$ cat config.mk
export PLATFORM = sky130hd
export DESIGN_NAME = unified_mem_arbiter_flat
export DESIGN_NICKNAME = d
export VERILOG_FILES = /design/src/rtl/unified_mem_arbiter_if.sv /design/src/rtl/unified_mem_arbiter.sv /design/src/flat_wrapper.sv
export SDC_FILE = /design/constraint.sdc
export NUM_CORES = 1
export LEC_CHECK = 0
export BUFFER_PORTS_ARGS = -buffer_cell sky130_fd_sc_hd__clkbuf_2
export CAP_MARGIN = 20
export CORE_ASPECT_RATIO = 0.75
export CORE_MARGIN = 2
export CORE_UTILIZATION = 42
export CTS_CLUSTER_DIAMETER = 60
export DETAILED_ROUTE_END_ITERATION = 6
export GPL_TIMING_DRIVEN = 0
export PLACE_DENSITY = 0.86
export SYNTH_ARGS = -nofsm -noshare
export SYNTH_HDL_FRONTEND = slang
export SYNTH_SLANG_ARGS = --single-unit
$ cat constraint.sdc
create_clock -name clk -period 2.3 [get_ports clk]
set_clock_uncertainty 0.05 [all_clocks]
set_input_delay 0.345 -clock clk [delete_from_list [all_inputs] [get_ports clk]]
set_output_delay 0.345 -clock clk [all_outputs]
set_load 0.05 [all_outputs]
$ cat src/rtl/unified_mem_arbiter_if.sv
// rtl/unified_mem_arbiter_if.sv - requester and memory signal bundle for the unified memory arbiter
interface unified_mem_arbiter_if #(
    parameter int AW = 32,
    parameter int DW = 32
);
    // instruction fetch port
    logic          if_req;
    logic [AW-1:0] if_addr;
    logic          if_ack;
    logic          if_err;
    logic [DW-1:0] if_rdata;
    // data access port
    logic          d_req;
    logic          d_we;
    logic [AW-1:0] d_addr;
    logic [DW-1:0] d_wdata;
    logic          d_ack;
    logic          d_err;
    logic [DW-1:0] d_rdata;
    // debug / loader port
    logic          g_req;
    logic          g_we;
    logic [AW-1:0] g_addr;
    logic [DW-1:0] g_wdata;
    logic          g_ack;
    logic          g_err;
    logic [DW-1:0] g_rdata;
    // memory command / completion
    logic          m_req;
    logic          m_we;
    logic [AW-1:0] m_addr;
    logic [DW-1:0] m_wdata;
    logic          m_ack;
    logic [DW-1:0] m_rdata;
    // status
    logic          busy;
    logic [1:0]    owner;

    // arbiter side
    modport slave (
        input  if_req, if_addr,
        output if_ack, if_err, if_rdata,
        input  d_req, d_we, d_addr, d_wdata,
        output d_ack, d_err, d_rdata,
        input  g_req, g_we, g_addr, g_wdata,
        output g_ack, g_err, g_rdata,
        output m_req, m_we, m_addr, m_wdata,
        input  m_ack, m_rdata,
        output busy, owner
    );

    // requesters and memory side
    modport master (
        output if_req, if_addr,
        input  if_ack, if_err, if_rdata,
        output d_req, d_we, d_addr, d_wdata,
        input  d_ack, d_err, d_rdata,
        output g_req, g_we, g_addr, g_wdata,
        input  g_ack, g_err, g_rdata,
        input  m_req, m_we, m_addr, m_wdata,
        output m_ack, m_rdata,
        input  busy, owner
    );
endinterface

$ cat src/rtl/unified_mem_arbiter.sv
// rtl/unified_mem_arbiter.sv - three-way arbiter for a single-port variable-latency word memory
module unified_mem_arbiter #(
    parameter int AW      = 32,
    parameter int DW      = 32,
    parameter int TIMEOUT = 15
) (
    input  logic                  clk,
    input  logic                  rst_n,
    unified_mem_arbiter_if.slave  bus
);
    localparam int CW = $clog2(TIMEOUT + 1);

    typedef enum logic [1:0] {IDLE, BUS, RESP} state_t;

    state_t        state;
    logic [CW-1:0] cnt;
    logic          last_dbg;

    logic          any_req;
    logic          cpu_first;
    logic [1:0]    grant;
    logic          sel_we;
    logic [AW-1:0] sel_addr;
    logic [DW-1:0] sel_wdata;
    logic          misaligned;
    logic          timeout;
    logic          fin;
    logic          fin_err;
    logic [DW-1:0] fin_rdata;
    logic [1:0]    fin_owner;

    // Winner selection: debug normally wins, but after a debug grant the CPU gets the next turn.
    always_comb begin
        any_req   = bus.g_req | bus.d_req | bus.if_req;
        cpu_first = last_dbg & (bus.d_req | bus.if_req);
        grant     = 2'd0;
        sel_we    = 1'b0;
        sel_addr  = '0;
        sel_wdata = '0;
        if (bus.g_req && !cpu_first) begin
            grant     = 2'd3;
            sel_we    = bus.g_we;
            sel_addr  = bus.g_addr;
            sel_wdata = bus.g_wdata;
        end else if (bus.d_req) begin
            grant     = 2'd2;
            sel_we    = bus.d_we;
            sel_addr  = bus.d_addr;
            sel_wdata = bus.d_wdata;
        end else if (bus.if_req) begin
            grant     = 2'd1;
            sel_addr  = bus.if_addr;
        end
        misaligned = (sel_addr[1:0] != 2'b00);
    end

    // Decide whether the current edge completes a transaction and with what result.
    // A memory ack in the final allowed cycle beats the timeout.
    always_comb begin
        timeout   = (cnt == CW'(TIMEOUT - 1));
        fin       = 1'b0;
        fin_err   = 1'b0;
        fin_rdata = '0;
        fin_owner = bus.owner;
        case (state)
            IDLE: begin
                if (any_req && misaligned) begin
                    fin       = 1'b1;
                    fin_err   = 1'b1;
                    fin_owner = grant;
                end
            end
            BUS: begin
                if (bus.m_ack) begin
                    fin       = 1'b1;
                    fin_rdata = bus.m_rdata;
                end else if (timeout) begin
                    fin     = 1'b1;
                    fin_err = 1'b1;
                end
            end
            default: ;
        endcase
    end

    // Transaction sequencer; every output is a register so acks appear in the RESP cycle.
    always_ff @(posedge clk or negedge rst_n) begin
        if (!rst_n) begin
            state        <= IDLE;
            cnt          <= '0;
            last_dbg     <= 1'b0;
            bus.owner    <= 2'd0;
            bus.busy     <= 1'b0;
            bus.m_req    <= 1'b0;
            bus.m_we     <= 1'b0;
            bus.m_addr   <= '0;
            bus.m_wdata  <= '0;
            bus.if_ack   <= 1'b0;
            bus.if_err   <= 1'b0;
            bus.if_rdata <= '0;
            bus.d_ack    <= 1'b0;
            bus.d_err    <= 1'b0;
            bus.d_rdata  <= '0;
            bus.g_ack    <= 1'b0;
            bus.g_err    <= 1'b0;
            bus.g_rdata  <= '0;
        end else begin
            bus.if_ack <= 1'b0;
            bus.d_ack  <= 1'b0;
            bus.g_ack  <= 1'b0;
            if (fin) begin
                case (fin_owner)
                    2'd1: begin
                        bus.if_ack   <= 1'b1;
                        bus.if_err   <= fin_err;
                        bus.if_rdata <= fin_rdata;
                    end
                    2'd2: begin
                        bus.d_ack    <= 1'b1;
                        bus.d_err    <= fin_err;
                        bus.d_rdata  <= fin_rdata;
                    end
                    2'd3: begin
                        bus.g_ack    <= 1'b1;
                        bus.g_err    <= fin_err;
                        bus.g_rdata  <= fin_rdata;
                    end
                    default: ;
                endcase
            end
            case (state)
                IDLE: begin
                    if (any_req) begin
                        bus.owner   <= grant;
                        bus.busy    <= 1'b1;
                        last_dbg    <= (grant == 2'd3);
                        bus.m_we    <= sel_we;
                        bus.m_addr  <= sel_addr;
                        bus.m_wdata <= sel_wdata;
                        cnt         <= '0;
                        if (misaligned) begin
                            state <= RESP;
                        end else begin
                            state     <= BUS;
                            bus.m_req <= 1'b1;
                        end
                    end
                end
                BUS: begin
                    if (bus.m_ack || timeout) begin
                        bus.m_req <= 1'b0;
                        state     <= RESP;
                    end else begin
                        cnt <= cnt + 1'b1;
                    end
                end
                RESP: begin
                    state     <= IDLE;
                    bus.owner <= 2'd0;
                    bus.busy  <= 1'b0;
                end
                default: state <= IDLE;
            endcase
        end
    end
endmodule

$ cat src/flat_wrapper.sv
// flat-port wrapper written by rule: the top's interface ports become plain ports
module unified_mem_arbiter_flat 
#(
    parameter int AW      = 32,
    parameter int DW      = 32,
    parameter int TIMEOUT = 15
)
  (clk, rst_n, bus_if_req, bus_if_addr, bus_if_ack, bus_if_err, bus_if_rdata, bus_d_req, bus_d_we, bus_d_addr, bus_d_wdata, bus_d_ack, bus_d_err, bus_d_rdata, bus_g_req, bus_g_we, bus_g_addr, bus_g_wdata, bus_g_ack, bus_g_err, bus_g_rdata, bus_m_req, bus_m_we, bus_m_addr, bus_m_wdata, bus_m_ack, bus_m_rdata, bus_busy, bus_owner);
  unified_mem_arbiter_if #(.AW(AW), .DW(DW)) bus_i ();
  input  logic clk;
  input  logic rst_n;
  input wire logic [$bits(bus_i.if_req)-1:0] bus_if_req;
  input wire logic [$bits(bus_i.if_addr)-1:0] bus_if_addr;
  output wire logic [$bits(bus_i.if_ack)-1:0] bus_if_ack;
  output wire logic [$bits(bus_i.if_err)-1:0] bus_if_err;
  output wire logic [$bits(bus_i.if_rdata)-1:0] bus_if_rdata;
  input wire logic [$bits(bus_i.d_req)-1:0] bus_d_req;
  input wire logic [$bits(bus_i.d_we)-1:0] bus_d_we;
  input wire logic [$bits(bus_i.d_addr)-1:0] bus_d_addr;
  input wire logic [$bits(bus_i.d_wdata)-1:0] bus_d_wdata;
  output wire logic [$bits(bus_i.d_ack)-1:0] bus_d_ack;
  output wire logic [$bits(bus_i.d_err)-1:0] bus_d_err;
  output wire logic [$bits(bus_i.d_rdata)-1:0] bus_d_rdata;
  input wire logic [$bits(bus_i.g_req)-1:0] bus_g_req;
  input wire logic [$bits(bus_i.g_we)-1:0] bus_g_we;
  input wire logic [$bits(bus_i.g_addr)-1:0] bus_g_addr;
  input wire logic [$bits(bus_i.g_wdata)-1:0] bus_g_wdata;
  output wire logic [$bits(bus_i.g_ack)-1:0] bus_g_ack;
  output wire logic [$bits(bus_i.g_err)-1:0] bus_g_err;
  output wire logic [$bits(bus_i.g_rdata)-1:0] bus_g_rdata;
  output wire logic [$bits(bus_i.m_req)-1:0] bus_m_req;
  output wire logic [$bits(bus_i.m_we)-1:0] bus_m_we;
  output wire logic [$bits(bus_i.m_addr)-1:0] bus_m_addr;
  output wire logic [$bits(bus_i.m_wdata)-1:0] bus_m_wdata;
  input wire logic [$bits(bus_i.m_ack)-1:0] bus_m_ack;
  input wire logic [$bits(bus_i.m_rdata)-1:0] bus_m_rdata;
  output wire logic [$bits(bus_i.busy)-1:0] bus_busy;
  output wire logic [$bits(bus_i.owner)-1:0] bus_owner;
  assign bus_i.if_req = bus_if_req;
  assign bus_i.if_addr = bus_if_addr;
  assign bus_if_ack = bus_i.if_ack;
  assign bus_if_err = bus_i.if_err;
  assign bus_if_rdata = bus_i.if_rdata;
  assign bus_i.d_req = bus_d_req;
  assign bus_i.d_we = bus_d_we;
  assign bus_i.d_addr = bus_d_addr;
  assign bus_i.d_wdata = bus_d_wdata;
  assign bus_d_ack = bus_i.d_ack;
  assign bus_d_err = bus_i.d_err;
  assign bus_d_rdata = bus_i.d_rdata;
  assign bus_i.g_req = bus_g_req;
  assign bus_i.g_we = bus_g_we;
  assign bus_i.g_addr = bus_g_addr;
  assign bus_i.g_wdata = bus_g_wdata;
  assign bus_g_ack = bus_i.g_ack;
  assign bus_g_err = bus_i.g_err;
  assign bus_g_rdata = bus_i.g_rdata;
  assign bus_m_req = bus_i.m_req;
  assign bus_m_we = bus_i.m_we;
  assign bus_m_addr = bus_i.m_addr;
  assign bus_m_wdata = bus_i.m_wdata;
  assign bus_i.m_ack = bus_m_ack;
  assign bus_i.m_rdata = bus_m_rdata;
  assign bus_busy = bus_i.busy;
  assign bus_owner = bus_i.owner;
  unified_mem_arbiter #(.AW(AW), .DW(DW), .TIMEOUT(TIMEOUT)) u_core (.clk(clk), .rst_n(rst_n), .bus(bus_i));
endmodule
==> results of run 1 <==
-- routing by layer --
metal  part of all wire  vias up
li1                   -     3274
met1               0.44     3536
met2               0.46      380
met3              0.080       52
met4              0.028        0
met5                  0        -
-- through the flow --
stage,util,setup slack [ns],area (sq um)
floorplan,-,0.108,7920
global placement,0.545,-2.43,10100
detailed placement,0.547,-0.569,10100
CTS,0.581,0.000316,10800
global route,0.582,-0.0114,10800
finish,0.582,0.0571,10800
-- worst paths after layout --
| kind | start | end | slack, ns | cells after the start |
|---|---|---|---|---|
| setup / recovery | u_core.state[0] | u_core.bus.d_rdata[16] | 0.06 | 5 |
| hold / removal | bus_g_wdata[26] | u_core.bus.m_wdata[26] | 0.1 | 3 |
| setup reg to reg | u_core.state[0] | u_core.bus.d_rdata[16] | 0.06 | 5 |
| hold reg to reg | u_core.bus.m_addr[12] | u_core.bus.m_addr[12] | 0.43 | 2 |
| max in group asynchronous | rst_n | u_core.bus.d_rdata[30] | 0.80 | 3 |
| min in group asynchronous | rst_n | u_core.bus.m_wdata[18] | 0.42 | 2 |
-- power groups by stage --
stage | Clock, mW | Sequential (mW) | Combinational, mW
final | 2.81 | 4.95 | 8.61
after global routing | 3.00 | 5.07 | 9.07
after CTS | 2.87 | 4.93 | 8.60
after detailed placement | 0 | 4.96 | 8.53
after global placement | 0 | 4.90 | 8.43
after floorplan | 0 | 8.67 | 2.43
-- state kept, by name, summed over array words and instances (netlist names), 2 cells and up --
name,cells
u_core.bus.owner,2
u_core.bus.m_addr,32
u_core.bus.m_wdata,32
u_core.bus.d_rdata,32
u_core.state,2
u_core.bus.g_rdata,32
u_core.cnt,4
u_core.bus.if_rdata,32
-- area by class of cell --
class	instances	area, sq um	share of cell area
buffer	58	282	0.0261
clock buffer	17	425	0.0395
clock inverter	14	141	0.0131
inverter	6	22.5	0.00209
multi-input combinational	448	3200	0.297
sequential	178	4460	0.414
tap	247	309	0.0287
timing repair buffer	376	1940	0.180
-- tightest hold or removal path, stage by stage --
cell and delay, ns:
sky130_fd_sc_hd__clkbuf_2 0.08, sky130_fd_sc_hd__nand2_1 0.05, sky130_fd_sc_hd__a31oi_1 0.07
-- cell usage after synthesis, types with 4 or more instances --
cell	number	area, sq um
sky130_fd_sc_hd__dfrtp_1	178	4450
sky130_fd_sc_hd__nand2_1	76	285
sky130_fd_sc_hd__nor2_1	69	259
sky130_fd_sc_hd__mux2_2	68	766
sky130_fd_sc_hd__clkbuf_1	37	139
sky130_fd_sc_hd__nand3_1	36	180
sky130_fd_sc_hd__and3_1	35	219
sky130_fd_sc_hd__o31ai_1	34	255
sky130_fd_sc_hd__a221oi_1	33	289
sky130_fd_sc_hd__a31oi_1	33	206
sky130_fd_sc_hd__mux2_4	28	420
sky130_fd_sc_hd__o21ai_0	8	40.0
sky130_fd_sc_hd__buf_1	7	26.3
sky130_fd_sc_hd__inv_1	6	22.5
sky130_fd_sc_hd__buf_2	5	25.0
sky130_fd_sc_hd__buf_4	5	37.5
sky130_fd_sc_hd__buf_6	4	45.0
-- kinds of logic after synthesis --
logic type	count (synthesis)
AOI/OAI and AO/OA	118
DFF	178
adders and majority gates	2
muxes	98
xor gates and xnor gates	2
buffers and inverters	64
and+or+nand+nor	228
-- what timing repair did --
action                                  in CTS  in global routing
setup buffers                                3                  2
gates resized for setup                      6                  8
pin swaps                                    2                  1
hold endpoints to repair                    65                  0
endpoints found under the setup margin     122                 79
hold buffers                                 1                  0
==> run summary, run 1 <==
The number of antenna diodes in the final layout is 0. The logs give 0 for the count of unresolved DRC violations after routing and 6 for the total iterations of the first detailed-routing run. After synthesis the netlist holds a flip-flop and latch count of 178.

The final clock period utilization by the worst path works out to 0.975. The tools report the number of hold-slack violations in the final timing report as 0. Across all hold checks on the routed design, the worst slack comes to 0.0992 ns. The run gives 20,000 sq um as the total die area. The most prevalent standard cell on the critical path was sky130_fd_sc_hd__buf_4.

The met1 global-route usage was 0.341; the part of the Yosys area used for sequential elements was 0.562. Setup repair after global routing could not meet its margin everywhere. The tools report the clock tree root buffer cell as sky130_fd_sc_hd__clkbuf_16. The final estimated routing congestion in global placement is 0.926, and the transition time at the pin with the least slew margin is 0.686 ns. The overall fraction of global-route tracks in use was 0.251; the count of flip-flops with a built-in enable after synthesis was 0. Type of the worst setup path: flop to flop.

Across all layers, the routed design uses 7,242 vias. The tools report the setup violation total in the final timing report as 0. The max-slew headroom at the worst pin came out at 0.543. For this block, the initial DRC count from the detailed router was 689.

The critical path goes through or3_1 -> buf_4 -> o32ai_4 -> buf_4 -> mux2_2. The share of synthesized registers carrying an async set or reset is 1.00. TritonCTS built the clock tree.

The cell with the largest stage delay on the worst path is sky130_fd_sc_hd__dfrtp_2. Counting both buffers and inverters, the worst setup path holds a total of 2. The net switching share of the total power is 0.517, and the maximum clock frequency is 446 MHz. Data on the critical path is required at its endpoint by 2.56 ns.

IR analysis of the VDD net gives a maximum drop of 0.922 mV. Counting the fill cells in the layout gives 1,562. Grouping stages by cell kind, the critical path spends the most delay in buffers and inverters. Summed over all cells, the static leakage comes to 5.78 nW. The number of antenna-violating nets in the routed design is 0, and the layout overhead on the synthesized area is 36.0%. The run gives 690 as the cell count after synthesis. The count of pins over their slew limit was 0; the routed via count divided by cell count was 5.39. After routing, the total negative slack on setup checks comes to 0 ns.

Internal power comes to 7.90 mW. The tools report the startpoint type of the worst setup path as a flop. The most frequent standard cell in the layout excluding fill and tap cells is sky130_fd_sc_hd__clkbuf_2. The fraction of layout instances using a drive strength above 1 came out at 0.479. The via count of the first global-routing pass is 7,201, and the stage delay of the slowest cell on the critical path is 0.46 ns. The tools report the total power as 16.4 mW.

Leaving out fill and tap cells, the most frequent cells in the layout are sky130_fd_sc_hd__clkbuf_2 (369), sky130_fd_sc_hd__dfrtp_1 (176), sky130_fd_sc_hd__nand2_1 (76), sky130_fd_sc_hd__nor2_1 (69), sky130_fd_sc_hd__mux2_2 (68). The net count of the finished layout is 1,287. Summed over all nets, the half-perimeter wirelength after detailed placement is 19.0 mm.

For this run, the leading register cell type out of synthesis is sky130_fd_sc_hd__dfrtp_1. Entering global routing, the biggest net connects 114 pins. The Yosys step of the flow raised 0 warnings.

STA classifies the critical path endpoint as a flop. For this run the aggregate overflow at the end of global routing stands at 0. The basic-gate share of the synthesized area counting and, or, nand and nor cells is 0.128, and the width of the die is 163 microns.

The xor/xnor cell area share of the yosys netlist came out at 0.00221. The H-tree was split into 4 levels. The area fraction in compound gates after synthesis was 0.114; the synthesized area divided by synthesized cell count was 11.5 sq um. The data arrival time at the worst-slack endpoint is 2.50 ns, and the adder and majority gate portion of the synthesized area is 0.00316. Summed over all nets, the switching power comes to 8.47 mW. The number of clock buffers added by TritonCTS is 17. The first-pass GRT wire length was 38.7 mm.

The count of clock tree sinks is 178. The tool flagged a number of max-cap violations equal to 0. At the later pin of the worst-skew pair, clock insertion delay measures 0.42 ns. The core region is 18,500 sq um.

After detailed routing, the total wire length is 25.1 mm. When the netlist entered floorplanning its net count stood at 892. The flow ran to the end, and the final reports show no timing, DRC or antenna violations. The final critical path time including I/O delays and setup was 2.24 ns.

Share of total power in sequential cells: 0.302. The run gives 0 as the initial antenna violation count. Excluding fillers, the count of instances in the completed layout stands at 1,344.

The floorplan has 43 rows. The per-cell routed wire length is 18.7 microns, and the number of I/O pins is 371. After synthesis, the largest family of logic cells by area is multiplexers.

The maximum number of buffers from clock root to sink was 2. The class of the worst hold path is input pin to flop. The number of distinct library cell variants in the gate-level netlist after synthesis was 36; the part of the total power dissipated in the clock network was 0.172. In this run the tool buffered the top-level ports with 369 buffer cells. The combinational cell fraction of total power was 0.526; the met3 demand-to-capacity share in global routing was 0.0600. In this run the worst path has a maximum fanout of 10. Including well taps, the total number of placed cells is 1,307. The die span in y is 123 microns, and the total power density per cell area is 1520 nW/um^2. For the initial cell density of the core, the log shows 0.428. The clock transition at the registers of the reported paths was 0.07 ns; the post-synthesis instance area was 7920 sq um. Fraction of synthesized area in multiplexers: 0.152.

Met2 track utilization from global routing: 0.393. Busiest metal layer after global routing: met2.
Note: power is estimated with default switching activity, not from simulation.
==> inputs of run 2 (changes only) <==
--- a/config.mk
+++ b/config.mk
@@ -7,12 +7,12 @@
 export LEC_CHECK = 0
 export BUFFER_PORTS_ARGS = -buffer_cell sky130_fd_sc_hd__clkbuf_2
 export CAP_MARGIN = 20
-export CORE_ASPECT_RATIO = 0.75
+export CORE_ASPECT_RATIO = 0.9
 export CORE_MARGIN = 2
 export CORE_UTILIZATION = 42
 export CTS_CLUSTER_DIAMETER = 60
 export DETAILED_ROUTE_END_ITERATION = 6
-export GPL_TIMING_DRIVEN = 0
+export GPL_TIMING_DRIVEN = 1
 export PLACE_DENSITY = 0.86
 export SYNTH_ARGS = -nofsm -noshare
 export SYNTH_HDL_FRONTEND = slang
==> run summary, run 2 (synthesis results as in run 1) <==
In this run the count of I/O pins placed on the die edge is 371. Summed over all layers, the routed wires come to 23.0 mm. The initial cell density of the core came out at 0.429. Die span in y: 134 microns.

At the end of routability-driven placement, the weighted congestion stood at 0.866. TritonCTS built the clock tree. The pin count of the biggest net entering global routing was 68.

The type of the worst setup path was flop to flop. At the end of the flow, the number of nets in the layout was 1,249. The number of hold-slack violations in the final timing report came out at 0. Setup repair after global routing left no endpoint under its margin. The quantity of hold-fixing buffers added after cts came out at 1. The level count of the clock H-tree was 4.

After detailed routing, the number of vias per cell comes to 5.23. The logs give 0 for the leftover overflow at the end of global routing and 0.229 for the overall fraction of global-route tracks in use. The tools report the nature of the critical path endpoint as a flop. The clock transition at the registers of the reported paths was 0.07 ns; the final clock period utilization by the worst path was 0.935.

The logs give 0 for the setup violation total in the final timing report and 0 for the initial antenna violation count. The logs give 16.9 mm for the total half-perimeter wirelength after legalization and detailed placement and 18,500 sq um for the core outline area. The total iterations of the first detailed-routing run came out at 5. The class of the worst hold path is input pin to flop.

For the number of buffers added for setup after CTS, the log shows 0. The tools report the startpoint type of the worst setup path as a flop. The clock tree root buffer cell was sky130_fd_sc_hd__clkbuf_16. Leaving out fill and tap cells, the most frequent cell in the layout is sky130_fd_sc_hd__clkbuf_2. Summed over all cells, the static leakage comes to 5.80 nW. The final critical path time including I/O delays and setup was 2.15 ns. Top fanout value on the critical path: 17.

The endpoint identified for the worst register-to-register timing path is u_core.bus.if_rdata[0]. The fraction of layout instances using a drive strength above 1 was 0.503; the fill cell instance count of the final layout was 1,542. Timing would allow up to 465 MHz. The flow ran to the end, and the final reports show no timing, DRC or antenna violations. Clock tree synthesis found a total of 178 sinks.

The post-route core utilization is 0.582, and the count of inserted antenna diode cells is 0. The number of clock buffers added by TritonCTS is 17. The floorplan step defined a die boundary enclosing 20,000 sq um. The clock passes through at most 2 buffers. The run gives 0 as the count of maximum capacitance violations. Count of pins over their slew limit: 0.

Input and output buffers added on the ports amount to 370. In this run the remaining antenna-violating nets after routing total 0. The logs give 0.529 for the max-slew headroom at the worst pin and 4450 sq um for the area used by sequential logic in the layout. In this run the power density over the cells is 1510 nW/um^2. From synthesis to final layout, the design area changed by 35.5%. The violation count after the first detailed-routing iteration is 398.

The critical path ends at u_core.bus.if_rdata[0]. Detailed routing inserted a total of 6,823 vias. VDD sags by at most 0.712 mV.

In the routed design, unresolved DRC markers number 0. For the worst setup path, the data required time is 2.55 ns. The first global-routing pass estimated 35.7 mm of wire. The startpoint identified for the worst register-to-register timing path is u_core.state[0].

After detailed routing, the average wire length per cell comes to 17.6 microns. Summing all multi-input logic gate instances after layout gives 3190 sq um. At the pin with the least slew margin, the transition time is 0.707 ns. The internal reg-to-reg setup slack is 0.15 ns.

Measured in cells, the most critical reg-to-reg path has a length of 4. The launch point of the worst path was u_core.state[0]. Clock latency on the worst-skew pair, taken at its later pin, is 0.42 ns. The tools report the count of standard-cell rows as 47. Summed over all failing endpoints, the final setup total negative slack is 0 ns.

The top cell types in the final layout, fill and taps aside, are sky130_fd_sc_hd__clkbuf_2 (369), sky130_fd_sc_hd__dfrtp_1 (178), sky130_fd_sc_hd__nand2_1 (75), sky130_fd_sc_hd__nor2_1 (69), sky130_fd_sc_hd__mux2_2 (68). The post-CTS resize count was 0; the width of the die was 149 microns. The via count of the first global-routing pass came out at 6,673. Data arrival time at the worst-slack endpoint: 2.40 ns.
## run 2: cell count changes in the layout (fill, tap and decap cells not counted), moves of 2 or more
cell / before / now
sky130_fd_sc_hd__buf_6: 4 / 1
sky130_fd_sc_hd__buf_2: 2 / 0
sky130_fd_sc_hd__nor2b_2: 0 / 2
sky130_fd_sc_hd__dfrtp_2: 2 / 0
sky130_fd_sc_hd__buf_1: 7 / 0
sky130_fd_sc_hd__clkbuf_1: 36 / 0
sky130_fd_sc_hd__buf_12: 1 / 9
sky130_fd_sc_hd__dfrtp_1: 176 / 178
sky130_fd_sc_hd__inv_8: 6 / 4
sky130_fd_sc_hd__inv_6: 1 / 5
sky130_fd_sc_hd__buf_4: 12 / 16
sky130_fd_sc_hd__clkinv_4: 3 / 1
## run 2: critical path, stage by stage (launching register included)
cell                      delay (ns)
sky130_fd_sc_hd__dfrtp_1        0.38
sky130_fd_sc_hd__or3_2          0.60
sky130_fd_sc_hd__o32a_2         0.50
sky130_fd_sc_hd__buf_12         0.20
sky130_fd_sc_hd__mux2_4         0.30
## run 2: how the worst min path moves through the flow
| stage | from | endpoint | slack (ns) | cells after the start |
|---|---|---|---|---|
| finish | bus_g_wdata[18] | u_core.bus.m_wdata[18] | 0.10 | 3 |
| global route | bus_g_we | u_core.bus.m_we | 0.09 | 3 |
| CTS | bus_g_wdata[18] | u_core.bus.m_wdata[18] | 0.08 | 3 |
| detailed placement | rst_n | u_core.bus.g_rdata[11] | 0.31 | 1 |
| global placement | rst_n | u_core.bus.g_rdata[11] | 0.30 | 1 |
| floorplan | rst_n | u_core.bus.busy | -0.0006 | 0 |
## run 2: per-layer routing
metal  global-route usage  part of all wire
met1                0.280              0.41
met4               0.0667             0.020
met5                    0                 0
met2                0.403              0.51
met3               0.0568             0.066
## run 2: through the flow
stage                     power (mW)  setup WS (ns)  instance area (sq um)  hold slack (ns)  instances
after global placement          13.2         0.0672                  10100            0.301       1272
after global routing            17.0         0.0826                  10700           0.0909       1305
after floorplan                 11.1          0.108                   7920        -0.000591        690
final                           16.2          0.150                  10700            0.102       1305
after detailed placement        13.3         0.0341                  10100            0.308       1272
after CTS                       16.3          0.139                  10700           0.0804       1305
## run 2: report_power, final
group / switching, mW / internal [mW] / total, mW
Sequential: 0.633 / 4.26 / 4.89
Clock: 1.34 / 1.58 / 2.92
Combinational: 6.19 / 2.18 / 8.36
Total: 8.16 / 8.02 / 16.2
## run 2: cell type report
class                      count  area share
clock buffer                  18      0.0409
clock inverter                14      0.0148
multi-input combinational    448       0.297
tap                          245      0.0285
timing repair buffer         396       0.202
sequential                   178       0.415
inverter                       6     0.00210
==> inputs of run 3 (changes only) <==
==> constraint.sdc (replaced) <==
create_clock -name clk -period 1.9 [get_ports clk]
set_clock_uncertainty 0.05 [all_clocks]
set_input_delay 0.285 -clock clk [delete_from_list [all_inputs] [get_ports clk]]
set_output_delay 0.285 -clock clk [all_outputs]
set_load 0.05 [all_outputs]
==> run summary, run 3 (synthesis results as in run 1) <==
Input and output buffers added on the ports amount to 370. The number of hold-slack violations in the final timing report is 0, and the required time of the critical path is 2.17 ns. Hold is met by 0.0274 ns. The layout has 1,458 filler cells. The net switching share of the total power is 0.505, and the net count of the finished layout is 1,273.

The final critical path time including I/O delays and setup is 2.00 ns. The via count of the first global-routing pass was 6,933. In the routed design, unresolved DRC markers number 0. The checks that failed: negative setup slack.

Number of antenna-violating nets in the routed design: 0. Setup repair after global routing could not meet its margin everywhere. Summed over all cells, the static leakage comes to 6.08 nW. Once detailed placement completed, the half-perimeter wirelength came to 16.7 mm. The logs give 70 for the pin count of the biggest net entering global routing and 178 for the count of clock tree sinks. In this run the standard cell core region covers 18,500 sq um.

The startpoint identified for the worst hold timing path is bus_g_wdata[6]. At the worst endpoint, the arrival time is 2.26 ns. The longest clock path from root to sink contains 2 buffers.

In this run, the number of DRC markers left after iteration 0 of detailed routing was 445. For the number of CTS-inserted buffers, the log shows 17. The final clock period utilization by the worst path came out at 1.05. The startpoint type of the worst setup path was a flop. The max-slew headroom at the worst pin came out at 0.646.

The cell with the largest stage delay on the worst path is sky130_fd_sc_hd__dfrtp_1. The post-route core utilization came out at 0.617. The initial antenna violation count came out at 0. The logs give 0.846 for the final estimated routing congestion in global placement and 6 for the total iterations of the first detailed-routing run.

TritonCTS built the clock tree. The initial cell density of the core is 0.429, and the worst-case setup margin in the final layout is -0.0955 ns. Setup violations remaining at the end of the flow were counted as 84. In this run the worst path has a maximum fanout of 8. The fraction of layout instances using a drive strength above 1 was 0.518. The worst setup path is of the flop to flop kind. Summed over all nets, the switching power comes to 10.4 mW.

For the count of standard-cell rows, the log shows 47. Via count: 7,123. The area growth from synthesis to layout is 43.8%. The path class of the tightest hold or removal check is input pin to flop.

The clock tree synthesis step divided the H-tree into 4 levels. The most critical setup path has its startpoint at u_core.cnt[0]. At the pin with the least slew margin, the transition time is 0.530 ns. The combinational cell fraction of total power was 0.533; the total buffers and inverters traversed by the critical path was 4.

The clock transition at the registers of the reported paths works out to 0.08 ns. In this run the power density over the cells is 1810 nW/um^2. The library cells used most frequently in the layout, excluding fill and tap cells, are sky130_fd_sc_hd__clkbuf_2 (369), sky130_fd_sc_hd__dfrtp_1 (178), sky130_fd_sc_hd__mux2_4 (93), sky130_fd_sc_hd__nand2_1 (75), sky130_fd_sc_hd__nor2_1 (69).

Leaving out fill and tap cells, the most frequent cell in the layout is sky130_fd_sc_hd__clkbuf_2. Count of pins over their slew limit: 0. The worst setup timing slack at the placement stage is -0.293 ns. Summed over all layers, the routed wires come to 25.4 mm.

The cell family with the largest share of critical-path delay is buffers and inverters. The tools report the reg-to-reg critical path startpoint as u_core.cnt[0]. The worst setup path is captured at a flop. For the part of the total power dissipated in the clock network, the log shows 0.177. At the later pin of the worst-skew pair, clock insertion delay measures 0.43 ns. 371 I/O pins were placed. The first global-routing pass estimated 36.6 mm of wire. Internal power comes to 10.2 mW.

The number of antenna diodes in the final layout is 0. For the maximum clock frequency, the log shows 501 MHz. The per-cell routed wire length was 19.1 microns. The overall fraction of global-route tracks in use was 0.234; the worst vdd rail ir drop was 0.902 mV. Among the stages of the critical path, the cell type that occurs most often is sky130_fd_sc_hd__buf_6. The share of total power in sequential cells was 0.290; the routed via count divided by cell count was 5.36.

The die span in y works out to 134 microns. The flow ran to the end, but the final reports show violations. The clock tree root buffer cell was sky130_fd_sc_hd__clkbuf_16.

The total die area is 20,000 sq um, and the leftover overflow at the end of global routing is 0. The stage delay of the slowest cell on the critical path was 0.35 ns; the count of maximum capacitance violations was 0. The width of the die was 149 microns. The signal on the critical path passes through inv_1 -> ha_2 -> and3_4 -> o21ai_4 -> buf_6 -> o32ai_4 -> buf_6 -> buf_16 -> mux2_4.
run 3: what timing repair did:
| item | in CTS | in global routing |
|---|---|---|
| hold buffers | 1 | 0 |
| buffers inserted | 3 | 2 |
| pin swaps | 2 | 4 |
| cloned | 3 | 6 |
| gates resized for setup | 30 | 37 |
| endpoints found under the setup margin | 97 | 98 |
| endpoints found under the hold margin | 38 | 0 |
run 3: worst register-to-register path, cell delays in order (launching register included):
cell,delay (ns)
sky130_fd_sc_hd__dfrtp_1,0.35
sky130_fd_sc_hd__inv_1,0.05
sky130_fd_sc_hd__ha_2,0.18
sky130_fd_sc_hd__and3_4,0.19
sky130_fd_sc_hd__o21ai_4,0.23
sky130_fd_sc_hd__buf_6,0.14
sky130_fd_sc_hd__o32ai_4,0.08
sky130_fd_sc_hd__buf_6,0.17
sky130_fd_sc_hd__buf_16,0.15
sky130_fd_sc_hd__mux2_4,0.31
run 3: path summary, 6_finish.rpt:
check | end | slack, ns | cells past startpoint
min | u_core.bus.m_wdata[6] | 0.03 | 3
max reg2reg | u_core.bus.d_rdata[23] | -0.1 | 9
min in group asynchronous | u_core.bus.if_rdata[21] | 0.32 | 2
max | u_core.bus.d_rdata[23] | -0.1 | 9
max in group asynchronous | u_core.bus.m_wdata[10] | 0.82 | 3
min reg2reg | u_core.bus.m_addr[16] | 0.43 | 2
run 3: cell type report:
type | count | area (sq um) | share of cell area
repair buffers | 420 | 2530 | 0.222
flip-flops and latches | 178 | 4450 | 0.391
clock buffers | 17 | 425 | 0.0373
well taps | 245 | 307 | 0.0269
multi-input cells | 448 | 3460 | 0.303
clock inverters | 15 | 199 | 0.0175
inverters | 6 | 22.5 | 0.00198
run 3: metrics by stage:
stage	std cells	power, mW	instance area, sq um	TNS [ns]
4_1_cts	1321	20.2	11100	-1.53
3_3_place_gp	1282	16.1	10300	-23.63
5_1_grt	1329	21.6	11400	-8.76
6_report	1329	20.6	11400	-4.11
2_1_floorplan	690	13.5	8020	-6.44
3_5_place_dp	1282	16.3	10300	-27.28
run 3: per-layer routing:
metal  track usage  part of all wire  vias up  wire length, microns
met5             0                 0        -                     0
met4        0.0693             0.026        0                   672
met3        0.0663             0.069       47                  1760
met2         0.410              0.51      321                 12900
met1         0.281              0.40     3503                 10200
li1              -                 -     3252                     -
run 3: power by group through the flow:
stage               Clock, mW  Combinational [mW]  Sequential (mW)
floorplan                   0                3.04             10.5
finish                   3.65                11.0             5.99
global route             3.90                11.6             6.13
CTS                      3.71                10.6             5.95
detailed placement          0                10.3             6.00
global placement            0                10.1             5.94
